## config.mk

```make
export PLATFORM = sky130hd
export DESIGN_NAME = game_countdown_timer_flat
export DESIGN_NICKNAME = d
export VERILOG_FILES = /design/src/rtl/game_countdown_timer_if.sv /design/src/rtl/game_countdown_timer.sv /design/src/flat_wrapper.sv
export SDC_FILE = /design/constraint.sdc
export NUM_CORES = 1
export LEC_CHECK = 0
export CORE_UTILIZATION = 40
export DETAILED_ROUTE_END_ITERATION = 7
export PLACE_DENSITY = 0.67
export SLEW_MARGIN = 40
export SYNTH_ARGS = -nofsm -noshare
export SYNTH_HDL_FRONTEND = slang
export SYNTH_SLANG_ARGS = --single-unit
```

## constraint.sdc

```tcl
create_clock -name clock -period 2 [get_ports clock]
set_clock_uncertainty 0.15 [all_clocks]
set_input_delay 0.2 -clock clock [delete_from_list [all_inputs] [get_ports clock]]
set_output_delay 0.2 -clock clock [all_outputs]
set_load 0.01 [all_outputs]
```

## src/rtl/game_countdown_timer_if.sv

```systemverilog
// ---------------------------------------------------------------------------
// game_countdown_timer_if
//   Groups the countdown timer's control pulses and display/status outputs.
//   master : the game controller side (drives tick/start/pause, reads status)
//   slave  : the countdown timer itself
// Signals
//   tick_1hz  one-cycle 1 Hz pulse from the seconds divider
//   start     one-cycle pulse: load preset and run
//   pause     one-cycle pulse: toggle RUN <-> PAUSED
//   min_tens, min_ones, sec_tens, sec_ones   BCD remaining time
//   running   high while counting
//   time_up   high once 00:00 is reached
//   expire    one-cycle pulse when 00:00 is reached
//   warn      remaining time at or below the warning threshold
// ---------------------------------------------------------------------------
interface game_countdown_timer_if;
    logic       tick_1hz;
    logic       start;
    logic       pause;
    logic [3:0] min_tens;
    logic [3:0] min_ones;
    logic [3:0] sec_tens;
    logic [3:0] sec_ones;
    logic       running;
    logic       time_up;
    logic       expire;
    logic       warn;

    modport master (
        output tick_1hz, start, pause,
        input  min_tens, min_ones, sec_tens, sec_ones,
        input  running, time_up, expire, warn
    );

    modport slave (
        input  tick_1hz, start, pause,
        output min_tens, min_ones, sec_tens, sec_ones,
        output running, time_up, expire, warn
    );
endinterface

```

## src/rtl/game_countdown_timer.sv

```systemverilog
// ---------------------------------------------------------------------------
// game_countdown_timer
//   Match-length countdown. Loads a preset MM:SS (held as BCD digits for the
//   7-segment scanner) and counts down one second per tick_1hz pulse until
//   00:00, then flags time-up. Supports start/restart and pause/resume.
// Parameters
//   START_MM  preset minutes (0..99)
//   START_SS  preset seconds (0..59); 00:00 preset is illegal
//   WARN_SS   warning threshold in seconds (only used with TIMER_WARN_EN)
// Ports
//   clock     system clock
//   reset_n   asynchronous active-low reset
//   bus       game_countdown_timer_if.slave (control pulses, digits, status)
// Configuration macro
//   TIMER_WARN_EN  when defined, builds a 13-bit binary shadow down-counter
//                  and a registered warn flag; otherwise warn is tied to 0.
// ---------------------------------------------------------------------------
module game_countdown_timer #(
    parameter int START_MM = 2,
    parameter int START_SS = 0,
    parameter int WARN_SS  = 10
) (
    input  logic                   clock,
    input  logic                   reset_n,
    game_countdown_timer_if.slave  bus
);

    // Elaboration-time legality check of the preset.
    generate
        if ((START_MM > 99) || (START_MM < 0) || (START_SS > 59) || (START_SS < 0) ||
            ((START_MM == 0) && (START_SS == 0)) || (WARN_SS < 0)) begin : g_bad_param
            $error("game_countdown_timer: illegal START_MM/START_SS/WARN_SS");
        end
    endgenerate

    localparam logic [3:0] PRE_MT = 4'(START_MM / 10);
    localparam logic [3:0] PRE_MO = 4'(START_MM % 10);
    localparam logic [3:0] PRE_ST = 4'(START_SS / 10);
    localparam logic [3:0] PRE_SO = 4'(START_SS % 10);

    typedef enum logic [1:0] {
        ST_IDLE   = 2'd0,
        ST_RUN    = 2'd1,
        ST_PAUSED = 2'd2,
        ST_DONE   = 2'd3
    } state_e;

    state_e     state_q;
    logic [3:0] min_tens_q, min_ones_q, sec_tens_q, sec_ones_q;
    logic       running_q, time_up_q, expire_q;

    logic [3:0] min_tens_d, min_ones_d, sec_tens_d, sec_ones_d;
    logic       is_last_s;
    logic       dec_fire_s;

    // Start has top priority; a tick only counts in RUN with no start/pause.
    assign dec_fire_s = (state_q == ST_RUN) && !bus.start && !bus.pause && bus.tick_1hz;
    assign is_last_s  = (min_tens_q == 4'd0) && (min_ones_q == 4'd0) &&
                        (sec_tens_q == 4'd0) && (sec_ones_q == 4'd1);

    // BCD borrow chain: next digits after one decrement of the displayed time.
    always_comb begin
        min_tens_d = min_tens_q;
        min_ones_d = min_ones_q;
        sec_tens_d = sec_tens_q;
        sec_ones_d = sec_ones_q;
        if (sec_ones_q != 4'd0) begin
            sec_ones_d = sec_ones_q - 4'd1;
        end else begin
            sec_ones_d = 4'd9;
            if (sec_tens_q != 4'd0) begin
                sec_tens_d = sec_tens_q - 4'd1;
            end else begin
                sec_tens_d = 4'd5;
                if (min_ones_q != 4'd0) begin
                    min_ones_d = min_ones_q - 4'd1;
                end else begin
                    min_ones_d = 4'd9;
                    min_tens_d = min_tens_q - 4'd1;
                end
            end
        end
    end

    // Main FSM: state, BCD digits and registered status flags.
    always_ff @(posedge clock or negedge reset_n) begin
        if (!reset_n) begin
            state_q    <= ST_IDLE;
            min_tens_q <= PRE_MT;
            min_ones_q <= PRE_MO;
            sec_tens_q <= PRE_ST;
            sec_ones_q <= PRE_SO;
            running_q  <= 1'b0;
            time_up_q  <= 1'b0;
            expire_q   <= 1'b0;
        end else begin
            expire_q <= 1'b0;
            if (bus.start) begin
                // Start reloads the preset and runs from every state.
                state_q    <= ST_RUN;
                min_tens_q <= PRE_MT;
                min_ones_q <= PRE_MO;
                sec_tens_q <= PRE_ST;
                sec_ones_q <= PRE_SO;
                running_q  <= 1'b1;
                time_up_q  <= 1'b0;
            end else begin
                case (state_q)
                    ST_IDLE: begin
                        state_q <= ST_IDLE;
                    end
                    ST_RUN: begin
                        if (bus.pause) begin
                            state_q   <= ST_PAUSED;
                            running_q <= 1'b0;
                        end else if (dec_fire_s) begin
                            min_tens_q <= min_tens_d;
                            min_ones_q <= min_ones_d;
                            sec_tens_q <= sec_tens_d;
                            sec_ones_q <= sec_ones_d;
                            if (is_last_s) begin
                                state_q   <= ST_DONE;
                                running_q <= 1'b0;
                                time_up_q <= 1'b1;
                                expire_q  <= 1'b1;
                            end else begin
                                state_q <= ST_RUN;
                            end
                        end else begin
                            state_q <= ST_RUN;
                        end
                    end
                    ST_PAUSED: begin
                        if (bus.pause) begin
                            state_q   <= ST_RUN;
                            running_q <= 1'b1;
                        end else begin
                            state_q <= ST_PAUSED;
                        end
                    end
                    ST_DONE: begin
                        state_q <= ST_DONE;
                    end
                    default: begin
                        state_q   <= ST_IDLE;
                        running_q <= 1'b0;
                        time_up_q <= 1'b0;
                    end
                endcase
            end
        end
    end

    assign bus.min_tens = min_tens_q;
    assign bus.min_ones = min_ones_q;
    assign bus.sec_tens = sec_tens_q;
    assign bus.sec_ones = sec_ones_q;
    assign bus.running  = running_q;
    assign bus.time_up  = time_up_q;
    assign bus.expire   = expire_q;

`ifdef TIMER_WARN_EN
    localparam logic [12:0] PRE_SECS = 13'(START_MM * 60 + START_SS);
    localparam logic [12:0] WARN_LIM = 13'(WARN_SS);

    logic [12:0] rem_q;
    logic        warn_q;

    // Binary shadow of the remaining seconds drives the warning compare,
    // avoiding a BCD magnitude comparison.
    always_ff @(posedge clock or negedge reset_n) begin
        if (!reset_n) begin
            rem_q  <= PRE_SECS;
            warn_q <= 1'b0;
        end else if (bus.start) begin
            rem_q  <= PRE_SECS;
            warn_q <= 1'b0;
        end else if (dec_fire_s) begin
            rem_q  <= rem_q - 13'd1;
            // Reaching 00:00 enters DONE, where warn is cleared.
            warn_q <= (rem_q != 13'd1) && ((rem_q - 13'd1) <= WARN_LIM);
        end else begin
            rem_q  <= rem_q;
            warn_q <= warn_q;
        end
    end

    assign bus.warn = warn_q;
`else
    assign bus.warn = 1'b0;
`endif

endmodule

```

## src/flat_wrapper.sv

```systemverilog
// flat-port wrapper written by rule: the top's interface ports become plain ports
module game_countdown_timer_flat 
#(
    parameter int START_MM = 2,
    parameter int START_SS = 0,
    parameter int WARN_SS  = 10
)
  (clock, reset_n, bus_tick_1hz, bus_start, bus_pause, bus_min_tens, bus_min_ones, bus_sec_tens, bus_sec_ones, bus_running, bus_time_up, bus_expire, bus_warn);
  game_countdown_timer_if bus_i ();
  input  logic clock;
  input  logic reset_n;
  input wire logic [$bits(bus_i.tick_1hz)-1:0] bus_tick_1hz;
  input wire logic [$bits(bus_i.start)-1:0] bus_start;
  input wire logic [$bits(bus_i.pause)-1:0] bus_pause;
  output wire logic [$bits(bus_i.min_tens)-1:0] bus_min_tens;
  output wire logic [$bits(bus_i.min_ones)-1:0] bus_min_ones;
  output wire logic [$bits(bus_i.sec_tens)-1:0] bus_sec_tens;
  output wire logic [$bits(bus_i.sec_ones)-1:0] bus_sec_ones;
  output wire logic [$bits(bus_i.running)-1:0] bus_running;
  output wire logic [$bits(bus_i.time_up)-1:0] bus_time_up;
  output wire logic [$bits(bus_i.expire)-1:0] bus_expire;
  output wire logic [$bits(bus_i.warn)-1:0] bus_warn;
  assign bus_i.tick_1hz = bus_tick_1hz;
  assign bus_i.start = bus_start;
  assign bus_i.pause = bus_pause;
  assign bus_min_tens = bus_i.min_tens;
  assign bus_min_ones = bus_i.min_ones;
  assign bus_sec_tens = bus_i.sec_tens;
  assign bus_sec_ones = bus_i.sec_ones;
  assign bus_running = bus_i.running;
  assign bus_time_up = bus_i.time_up;
  assign bus_expire = bus_i.expire;
  assign bus_warn = bus_i.warn;
  game_countdown_timer #(.START_MM(START_MM), .START_SS(START_SS), .WARN_SS(WARN_SS)) u_core (.clock(clock), .reset_n(reset_n), .bus(bus_i));
endmodule
```

-- Word level (Yosys, flattened, before mapping)
Index checks and enable logic that the tools add are counted.
- bits of input ports: 5
- logic and storage cells: 95
- bits in latches: 0
- memories: 0
- RAM bits: 0
- bits in read-only memories: 0
- register bits after elaboration: 21
- add/subtract/negate cells: 4
- reduce and logical (&&, ||, !) cells: 25
- multiply operators: 0
- mux-type cells: 47
- divide/modulo/power cells: 0
- shift-type cells: 0
- $lt $le $gt $ge: 0
- bitwise logic cells: 0
- eq/ne operators: 11
- operators with widths (operator ; number):
    $mux W4 ; 25
    $sub A4 B1 Y4 const B ; 4
    $mux W1 ; 15
    $logic_not A4 Y1 ; 3
    $reduce_and A4 Y1 ; 3
    $reduce_bool A4 Y1 ; 3
    $mux W2 ; 5
    $ne A2 B2 Y1 const B ; 4
    $ne A4 B3 Y1 const B ; 2
    $pmux W2 S4 ; 1
    $logic_and A1 B1 Y1 ; 6
    $reduce_and A6 Y1 ; 1
    $reduce_bool A2 Y1 ; 3
    $reduce_and A5 Y1 ; 1
    $eq A2 B2 Y1 const B ; 2
    $eq A4 B1 Y1 const B ; 1
    $ne A3 B3 Y1 const B ; 1
    $reduce_and A3 Y1 ; 1
    $reduce_bool A3 Y1 ; 1
    $eq A2 B1 Y1 const B ; 1
    $logic_not A1 Y1 ; 2
    $logic_not A2 Y1 ; 1
    $pmux W1 S2 ; 1

-- Logic depth before layout (Yosys ltp)
- word-level depth: 9
- gate-level depth with buffers: 6
- gate-level depth less buffers: 6

-- Worst setup path before layout
Ideal clock, no wire load.
- path type: register to register
- start: register u_core.sec_tens_q[0], in the netlist u_core.bus.sec_tens[0]
- end: register u_core.min_tens_q[3], in the netlist u_core.bus.min_tens[3]
- stages on the path, launching flop included: 7
- data arrival time: 1.874 ns
- setup slack: -0.103 ns
- cells stage by stage: dfrtp_1 inv_1 ha_1 nor3b_1 nand3_2 or4_1 a21oi_1
- word-level cells in the longest chain between the ends: 3
- RTL lines (item ; RTL line ; source):
    start, declared ; game_countdown_timer.sv:49 ; logic [3:0] min_tens_q, min_ones_q, sec_tens_q, sec_ones_q;
    start signal, assigned ; game_countdown_timer.sv:119 ; sec_tens_q <= sec_tens_d;
    $reduce_bool A4 Y1 ; game_countdown_timer.sv:71 ; if (sec_tens_q != 4'd0) begin
    $ne A2 B2 Y1 (no line) ; -- ;
    $reduce_and A6 Y1 (no line) ; -- ;
    end signal, assigned ; game_countdown_timer.sv:117 ; min_tens_q <= min_tens_d;
    end, declared ; game_countdown_timer.sv:49 ;
No other way between the ends.
A chain may end at the register's enable or synchronous reset.

-- Worst setup path in the final report
- start: register u_core.sec_ones_q[1], in the netlist u_core.bus.sec_ones[1]
- end: register u_core.running_q, in the netlist u_core.bus.running
- word-level cells in the longest chain between the ends: 4
- RTL lines (item ; RTL line ; source):
    start, declared ; game_countdown_timer.sv:49 ;
    start signal, assigned ; game_countdown_timer.sv:120 ; sec_ones_q <= sec_ones_d;
    $eq A4 B1 Y1 ; game_countdown_timer.sv:59 ; (sec_tens_q == 4'd0) && (sec_ones_q == 4'd1);
    $logic_and A1 B1 Y1 ; game_countdown_timer.sv:59 ;
    $ne A4 B3 Y1 (no line) ; -- ;
    $reduce_and A4 Y1 (no line) ; -- ;
    end signal, assigned ; game_countdown_timer.sv:93 ; running_q <= 1'b0;
    end signal, assigned ; game_countdown_timer.sv:105 ; running_q <= 1'b1;
    end signal, assigned ; game_countdown_timer.sv:115 ; running_q <= 1'b0;
    end, declared ; game_countdown_timer.sv:50 ; logic running_q, time_up_q, expire_q;
No other way between the ends.

==> impl_metrics.env <==
export IMPL_numPlacedInstances=189
export IMPL_cts_hold_buf=0
export IMPL_status="finished clean"
export IMPL_core_um2=2760
export IMPL_dieArea_um2=3150
export IMPL_yosysWarnings=0
export IMPL_design_area_um2=1650
export IMPL_fmax_mhz=506
export IMPL_synth_edf_count=0
export IMPL_max_stage_delay_ns=0.46
export IMPL_fin_crit_ns=1.98
export IMPL_die_h_um=56.1
export IMPL_final_cell_mix="clkdlybuf4s50_1, nor2_1, buf_4"
export IMPL_dpl_cell_area_um2=1560
export IMPL_post_drt_via_cell_ratio=5.46
export IMPL_mostFrequentLayoutCell="clkdlybuf4s50_1"
export IMPL_cp_slowest_cell="or4bb_4"
export IMPL_dp_hpwl_um=2090
export IMPL_powerDensity_nw_per_um2=544
export IMPL_r2r_end="u_core.bus.running"
export IMPL_io_pins=25
export IMPL_cts_max_level=1
export IMPL_ir_drop_mv=0.323
export IMPL_p_leak_nw=0.744
export IMPL_fp_row_count=19
export IMPL_cts_tree="yes"
export IMPL_portBuffers=23
export IMPL_die_x_um=56.1
export IMPL_antennaDiodeCount=0
export IMPL_final_cell_count_no_fill=197
export IMPL_start_util_pct=42.5
export IMPL_cts_buffers_inserted=3
export IMPL_routedWlPerCell_um=14.2
export IMPL_grt_overflow_total=0
export IMPL_drv_cap=0
export IMPL_finalHoldViolCount=0
export IMPL_clkSinkCount=21
export IMPL_grt_pass1_wl_um=4660
export IMPL_synth_distinct_cells=39
export IMPL_nets=177
export IMPL_critPathTopFamily="simple AND/OR/NAND/NOR gates"
export IMPL_syn_num_nets=133
export IMPL_track_usage_pct=18.8
export IMPL_critPathArrivalTime_ns=2.03
export IMPL_num_vias=1076
export IMPL_drive_above_1_share_pct=23.5
export IMPL_syn_area_per_cell_um2=9.53
export IMPL_dr_pass1_iters=4
export IMPL_syn_area_um2=1170
export IMPL_rsz0062_at_grt="yes"
export IMPL_cp_cell_sequence="inv_2 > ha_4 > or4bb_4 > nor4_4 > o21bai_1 > a21o_1"
export IMPL_fin_crit_sh_pct=98.8
export IMPL_reg2reg_from="u_core.bus.sec_ones[1]"
export IMPL_path_clk_slew_ns=0.11
export IMPL_timing_hold_ws_ns=0.0838
export IMPL_drtIter0Drc=24
export IMPL_crit_type="flop to flop"
export IMPL_fin_util_pct=59.7
export IMPL_areaGrowthSynthToFinish_pct=40.3
export IMPL_rr_worst_depth=6
export IMPL_gp_congestion=0.781
export IMPL_drtAntennaViolNets=0
export IMPL_drc=0
export IMPL_grt_max_degree=22
export IMPL_postSynthCellCount=123
export IMPL_yosysSeqAreaShare_pct=44.9
export IMPL_cts_root_buf="clkbuf_4"
export IMPL_synthArstFlopShare_pct=100
export IMPL_ctsLongestPathBuffers=2
export IMPL_finalSetupViolations=0
export IMPL_start_kind="flop"
export IMPL_fillers=234
export IMPL_crit_fanout=4
export IMPL_clk_latency_ns=0.29
export IMPL_final_max_slew_violation_count=0
export IMPL_grt_pass1_vias=1075
export IMPL_wirelength_um=2800
export IMPL_cp_end_kind="flop"
export IMPL_r2r_setup_slack_ns=0.02
export IMPL_ys_flop_type="dfrtp_1"
export IMPL_antenna_found_initial=0
export IMPL_worstPathRequired_ns=2.05
export IMPL_ys_seq_elements=21
export IMPL_crit_buf_inv=1
export IMPL_hold_path_class="primary input to asynchronous set/reset pin"
[where the power goes]
part / switching, mW / total, mW / leakage (nW) / internal (mW)
combinational: 0.116 / 0.236 / 0.450 / 0.119
sequential: 0.0159 / 0.459 / 0.279 / 0.443
clock: 0.124 / 0.201 / 0.0150 / 0.0776
total: 0.256 / 0.896 / 0.744 / 0.640
[worst max-delay path by stage]
| stage | slack (ns) | endpoint | cells past startpoint | startpoint |
|---|---|---|---|---|
| 6_report | 0.02 | u_core.bus.running | 6 | u_core.bus.sec_ones[1] |
| 5_1_grt | -0.06 | u_core.bus.running | 6 | u_core.bus.sec_ones[1] |
| 4_1_cts | 0.01 | u_core.bus.running | 6 | u_core.bus.sec_tens[0] |
| 3_5_place_dp | 0.01 | u_core.bus.running | 6 | u_core.bus.min_tens[0] |
| 3_3_place_gp | 0.07 | u_core.bus.running | 6 | u_core.bus.sec_tens[0] |
| 2_1_floorplan | 0.02 | u_core.bus.min_tens[3] | 6 | u_core.bus.sec_ones[0] |
[synth_stat cells (all sizes together) (3+ instances only)]
cell | count | share of area [%]
a21oi | 8 | 3.4
clkbuf | 4 | 1.3
dfrtp | 20 | 43
ha | 5 | 5.3
inv | 10 | 3.2
mux2i | 3 | 2.6
nand2 | 4 | 1.3
nand3 | 4 | 2.1
nor2 | 21 | 6.7
nor3 | 4 | 1.7
nor3b | 3 | 2.3
o211ai | 3 | 1.9
o21ai | 3 | 1.3
or4 | 3 | 1.9
[kinds of logic after synthesis]
kind of cell,after synthesis,synth area share (%)
mux,5,4.48
fa+ha+maj,5,5.34
compound gates,22,12.3
xor+xnor,3,2.24
flops,21,44.9
other cells,1,0.320
simple gates,50,24.9
buf+inv,16,5.55
[layer usage]
layer / global-route usage (%) / share of wire [%] / up-vias
li1: - / - / 518
met1: 24.1 / 47 / 523
met2: 31.8 / 48 / 27
met3: 2.09 / 2.2 / 8
met4: 8.01 / 2.0 / 0
met5: 0 / 0 / -
[registers in the layout, indices dropped and copies added (netlist names)]
| signal | count |
|---|---|
| u_core.bus.expire | 1 |
| u_core.state_q | 2 |
| u_core.bus.sec_ones | 4 |
| u_core.bus.time_up | 1 |
| u_core.bus.running | 1 |
| u_core.bus.min_ones | 4 |
| u_core.bus.sec_tens | 4 |
| u_core.bus.min_tens | 4 |
[stage by stage]
| step | setup TNS [ns] | worst slack [ns] | power (mW) |
|---|---|---|---|
| floorplan | 0 | 0.0180 | 0.585 |
| global placement | 0 | 0.0691 | 0.684 |
| detailed placement | 0 | 0.0125 | 0.690 |
| CTS | 0 | 0.0141 | 0.896 |
| global route | -0.114 | -0.0606 | 0.953 |
| finish | 0 | 0.0244 | 0.896 |
[timing repair]
item / in CTS / in global routing
buffers inserted: 0 / 4
endpoints found under the hold margin: 0 / 0
pin swaps: 1 / 3
setup endpoints to repair: 1 / 5
gates resized for setup: 1 / 9
[area by class of cell]
cell class / count / area (um^2) / area share, %
multi-input combinational: 86 / 617 / 37.5
sequential: 21 / 527 / 32.0
timing repair buffer: 45 / 399 / 24.3
tap: 31 / 38.8 / 2.36
inverter: 10 / 37.5 / 2.28
clock buffer: 4 / 26.3 / 1.60
No activity file was read; power rests on OpenSTA's default activity.
==> RTL change 1 (same settings) <==
Add a define of `TIMER_WARN_EN`.
--- a/src/rtl/game_countdown_timer.sv
+++ b/src/rtl/game_countdown_timer.sv
@@ -15,6 +15,8 @@
 //   TIMER_WARN_EN  when defined, builds a 13-bit binary shadow down-counter
 //                  and a registered warn flag; otherwise warn is tied to 0.
 // ---------------------------------------------------------------------------
+`define TIMER_WARN_EN
+
 module game_countdown_timer #(
     parameter int START_MM = 2,
     parameter int START_SS = 0,
Function: same outputs for any inputs over 10 cycles, from zero or initial values and one cycle with reset_n low; that may be too few to reach the edited logic, so the function may still have changed.
==> RTL change 1 against the original RTL <==
  * Setup slack improved by 81 ps
  * Clock power increased to 2.7 times the old value
  * Routed wire length increased by 60%
  * Synthesized area increased by 77%
  * Final area increased by 68%
  * Total power increased by 92%
  * Worst hold slack improved by 95 ps
  * Sequential cell count increased by 14
  * Utilization decreased by 2.6 points
==> RTL change 1: results (changes against the original RTL) <==
Clocking
  – Buffer depth of the longest clock path: 2 (unchanged)
  – CTS Root Cell: clkbuf_8
  – TritonCTS buffer count: 5 (+2)
  – H-tree depth: 2 (+1)
  – Worst skew pair latency: 290 ps (about the same)
  – Clock transition at path regs: 80 ps (-30 ps)

Global routing
  – Initial antenna violation count: 0 (unchanged)
  – First-pass GRT wire length: 7600 um (+63%)
  – Vias in the first global route: 1651 (+54%)
  – Total GRT Usage: 18.4% (-0.37 points)
  – Largest net degree at the start of global routing: 36 (+64%)

Detailed routing
  – Pre-antenna DRT Iters: 4 (unchanged)
  – Routed vias/inst: 5.17 (-5.4%)
  – Avg WL per Cell: 13.1 um (-7.8%)
  – Initial DRC Count: 92 (+280%)

Place
  – RD Place Congestion: 0.824 (+5.5%)
  – Worst slack, placed: -34.1 ps (-46.7 ps)
  – Placement Cell Area: 0.00263 mm2 (+69%)
  – Port bufs: 24 (+4.3%)
  – Post-detail-place hpwl: 3250 um (+56%)
  – Dpl cells: 330 (+75%)

Final layout
  – Share of cells above drive strength 1: 24.4% (+0.87 points)
  – Nets: 287 (+62%)
  – Non-Filler Instances: 342 (+74%)
  – Antenna fix cells: 0 (unchanged)
  – Max reg flops: 13
  – Reg with most FFs: u_core.rem_q

Logic synthesis
  – Synth top cells by count: nor2_1 (32), dfrtp_1 (30), nand2_1 (14)
  – Post-synthesis compound-gate area fraction: 10.5% (-1.8 points)
  – Mux contribution to synthesized area: 1.98% (-2.5 points)
  – Yosys warns: 0 (unchanged)
  – Synth Net Count: 233 (+75%)
  – Top post-synthesis cells by area: dfrtp_1 (36%), dfstp_2 (6.3%), nor2_1 (5.8%)
  – EDFF count, synth: 0 (unchanged)
  – Adder-Cell Fraction of Synth Area: 4.81% (-0.53 points)
  – Post-synth ARST share: 100% (unchanged)
  – XOR/XNOR share of the synthesized area: 7.58% (+5.3 points)
  – Cell variety after synth: 51 (+31%)
  – Mapped Avg Cell Area: 9.46 um2 (-0.77%)
  – Register area share after synthesis: 42.4% (-2.5 points)

Power
  – VDD IR max: 0.000250 V (-23%)
  – Pleak: 1.15 nW (+55%)

Status
  – Run status: finished clean

Worst setup path
  – Critical path peak fanout: 3 (-1)
  – Critical Path AT: 1970 ps (-60 ps)

Min path
  – Class of the worst hold path: input pin to asynchronous set/reset pin

STA
  – Max_slew headroom: 70.0%
-- RTL change 1: cell types whose count changed in the layout (fill, tap and decap cells not counted), moves of 7 or more --
cell	unedited run	this run
dfrtp_1	20	29
nor3_1	4	11
xnor2_1	1	9
nor2_1	21	31
xor2_1	2	9
nand2_1	4	14
buf_4	21	33
-- RTL change 1: repair_timing --
| item | CTS | global route |
|---|---|---|
| gates resized for setup | 0 | 5 |
| endpoints found under the setup margin | 0 | 7 |
| setup buffers | 0 | 4 |
-- RTL change 1: final cells by class --
type / count / area [um2]
multi-input cells: 163 / 1150
repair buffers: 59 / 519
well taps: 67 / 83.8
clock inverters: 1 / 5.00
fillers: 418 / 2080
flip-flops and latches: 35 / 883
clock buffers: 7 / 86.3
inverters: 10 / 37.5
-- RTL change 1: logic make-up (layout without fill, tap and decap cells) --
kind of cell / after synthesis / after routing
buffers and inverters: 22 / 77
AND/OR/NAND/NOR: 99 / 99
AO/OA/AOI/OAI: 34 / 34
multiplexers: 4 / 4
flip-flops: 35 / 35
adder cells (fa/ha/maj): 8 / 8
XOR/XNOR: 18 / 18
-- RTL change 1: worst max-delay path, cell delays in order (launching register included) --
cell and delay (ps):
dfrtp_1 390, inv_2 60, ha_1 160, nor3b_4 210
nor4b_4 280, and2_4 210, mux2_4 300, nor2_2 80
-- RTL change 1: worst paths after layout --
check                                  startpoint                endpoint  slack (ps)  depth (start not counted)
max in group asynchronous                 reset_n  u_core.bus.min_ones[1]        1170                          2
max                        u_core.bus.sec_tens[0]  u_core.bus.min_tens[1]         110                          7
min reg2reg                    u_core.bus.time_up      u_core.bus.time_up         380                          2
min in group clock             u_core.bus.time_up      u_core.bus.time_up         380                          2
min                                       reset_n         u_core.bus.warn         180                          2
max reg2reg                u_core.bus.sec_tens[0]  u_core.bus.min_tens[1]         110                          7
-- RTL change 1: report_power, final --
| group | leakage (nW) | switching (mW) | total [mW] | internal (mW) |
|---|---|---|---|---|
| Clock | 0.0482 | 0.263 | 0.541 | 0.278 |
| Combinational | 0.647 | 0.174 | 0.387 | 0.213 |
| Sequential | 0.457 | 0.0450 | 0.789 | 0.744 |
| Total | 1.15 | 0.482 | 1.72 | 1.23 |
-- RTL change 1: metal layers --
metal  up-vias  GRT usage [%]  part of all wire [%]  wire length [um]
met2        29           26.8                    45              2040
met4         0           7.69                   1.6                72
met5         -              0                     0                 0
li1        875              -                     -                 -
met3         6           4.34                   2.7               122
met1       858           26.1                    50              2250
==> RTL change 2 (same settings) <==
Without the edit above. Encoding of `state_e`: now one-hot (4 bits for 4 states).
--- a/src/rtl/game_countdown_timer.sv
+++ b/src/rtl/game_countdown_timer.sv
@@ -38,11 +38,11 @@
     localparam logic [3:0] PRE_ST = 4'(START_SS / 10);
     localparam logic [3:0] PRE_SO = 4'(START_SS % 10);
 
-    typedef enum logic [1:0] {
-        ST_IDLE   = 2'd0,
-        ST_RUN    = 2'd1,
-        ST_PAUSED = 2'd2,
-        ST_DONE   = 2'd3
+    typedef enum logic [3:0] {
+        ST_IDLE   = 4'b0001,
+        ST_RUN    = 4'b0010,
+        ST_PAUSED = 4'b0100,
+        ST_DONE   = 4'b1000
     } state_e;
 
     state_e     state_q;
Check against the original RTL: same outputs for any inputs over 10 cycles, from zero or initial values and one cycle with reset_n low; not proved beyond that.
==> RTL change 2 against the original RTL <==
  * Routed wire length up 20%
  * Fmax increased by 1.9%
  * Via count increased by 20%
  * Sequential cell count up 2
  * Total power rose by 13%
  * Synthesized area increased by 20%
  * Setup slack better by 37 ps
  * Final area increased by 18%
  * Critical path type unchanged
  * Critical endpoint is now u_core.state_q[3]
  * Largest power group unchanged
==> RTL change 2: results (changes against the original RTL) <==
Global routing
  – First-pass GRT wire length: 5580 um (+20%)
  – Total GRT Usage: 19.9% (+1.1 points)
  – Largest net degree at the start of global routing: 24 (+9.1%)

Status
  – Run status: finished clean

Detailed routing
  – Vias: 1294 (+20%)
  – Initial DRC Count: 93 (+290%)
  – Pre-antenna DRT Iters: 5 (+1)
  – Routed vias/inst: 5.33 (-2.5%)
  – Avg WL per Cell: 13.8 um (-2.9%)

Power
  – Pleak: 0.807 nW (+8.4%)
  – VDD IR max: 0.000288 V (-11%)

Place
  – Post-detail-place hpwl: 2450 um (+18%)
  – Port bufs: 23 (unchanged)
  – RD Place Congestion: 0.892 (+14%)
  – Dpl cells: 236 (+25%)

Logic synthesis
  – Cell variety after synth: 48 (+23%)
  – Synth top cells by count: dfrtp_1 (21), nor2_1 (15), inv_1 (13)
  – Mapped Avg Cell Area: 9.25 um2 (-2.9%)
  – Synth Net Count: 162 (+22%)
  – Top_reg_cell synth: dfrtp_1
  – Top post-synthesis cells by area: dfrtp_1 (37%), ha_1 (4.4%), a21oi_1 (4.3%)

Final layout
  – Nets: 208 (+18%)
  – Share of cells above drive strength 1: 27.4% (+3.9 points)

Clocking
  – Clock transition at path regs: 140 ps (+30 ps)
  – Worst skew pair latency: 310 ps (+20 ps)
==> RTL change 2: area by class of cell <==
class / instances / area (um2)
Fill cell: 315 / 1420
Multi-Input combinational cell: 107 / 801
Sequential cell: 23 / 578
Timing Repair Buffer: 50 / 433
Tap cell: 46 / 57.6
Inverter: 13 / 48.8
Clock buffer: 3 / 22.5
Clock inverter: 1 / 5.00
==> RTL change 2: cells by family (layout without fill, tap and decap cells) <==
family | after synthesis | count (layout) | share of synthesized area [%]
other | 1 | 1 | 0.267
multiplexers | 3 | 3 | 2.22
AND/OR/NAND/NOR | 62 | 62 | 27.7
AO/OA/AOI/OAI | 32 | 32 | 14.1
flip-flops | 23 | 23 | 41.1
buffers and inverters | 22 | 67 | 7.65
adder cells (fa/ha/maj) | 5 | 5 | 4.45
XOR/XNOR | 4 | 4 | 2.49
==> RTL change 2: what timing repair did <==
action                     CTS  global route
hold buffers                 0             0
setup endpoints to repair    1            12
pin swaps                    0             5
gates resized for setup      1            16
gates cloned                 0             0
setup buffers                0             3
==> RTL change 2: worst paths after layout <==
path                                        start                 end  slack, ps  depth (start not counted)
setup / recovery           u_core.bus.sec_tens[0]   u_core.state_q[3]         60                          7
hold reg to reg                u_core.bus.time_up  u_core.bus.time_up        400                          2
max in group asynchronous                 reset_n   u_core.state_q[0]       1340                          2
hold / removal                            reset_n   u_core.state_q[2]         80                          2
min in group clock             u_core.bus.time_up  u_core.bus.time_up        400                          2
setup reg to reg           u_core.bus.sec_tens[0]   u_core.state_q[3]         60                          7
==> RTL change 2: critical path: stages, from the launching register on <==
cell	delay, ps
dfrtp_1	410
inv_2	70
ha_2	170
nor3b_4	280
nand4_1	190
or3_4	410
buf_4	150
o21ai_2	50
==> RTL change 2: layer usage <==
| metal | routed length, um | up-vias | global-route usage (%) |
|---|---|---|---|
| li1 | - | 637 | - |
| met1 | 1490 | 625 | 25.4 |
| met2 | 1710 | 28 | 34.8 |
| met3 | 121 | 4 | 3.15 |
| met4 | 34 | 0 | 5.52 |
| met5 | 0 | - | 0 |
==> RTL change 2: stage by stage <==
stage | setup slack (ps) | area, um2
floorplan | 2.79 | 1420
global placement | -20.7 | 1830
detailed placement | -117 | 1830
CTS | 7.87 | 1860
global route | -41.3 | 1950
finish | 61.9 | 1950
==> RTL change 2: report_power, final <==
group	internal (mW)	total [mW]	switching (mW)
Combinational	0.139	0.271	0.132
Clock	0.0748	0.226	0.151
Sequential	0.487	0.513	0.0265
Total	0.701	1.01	0.310
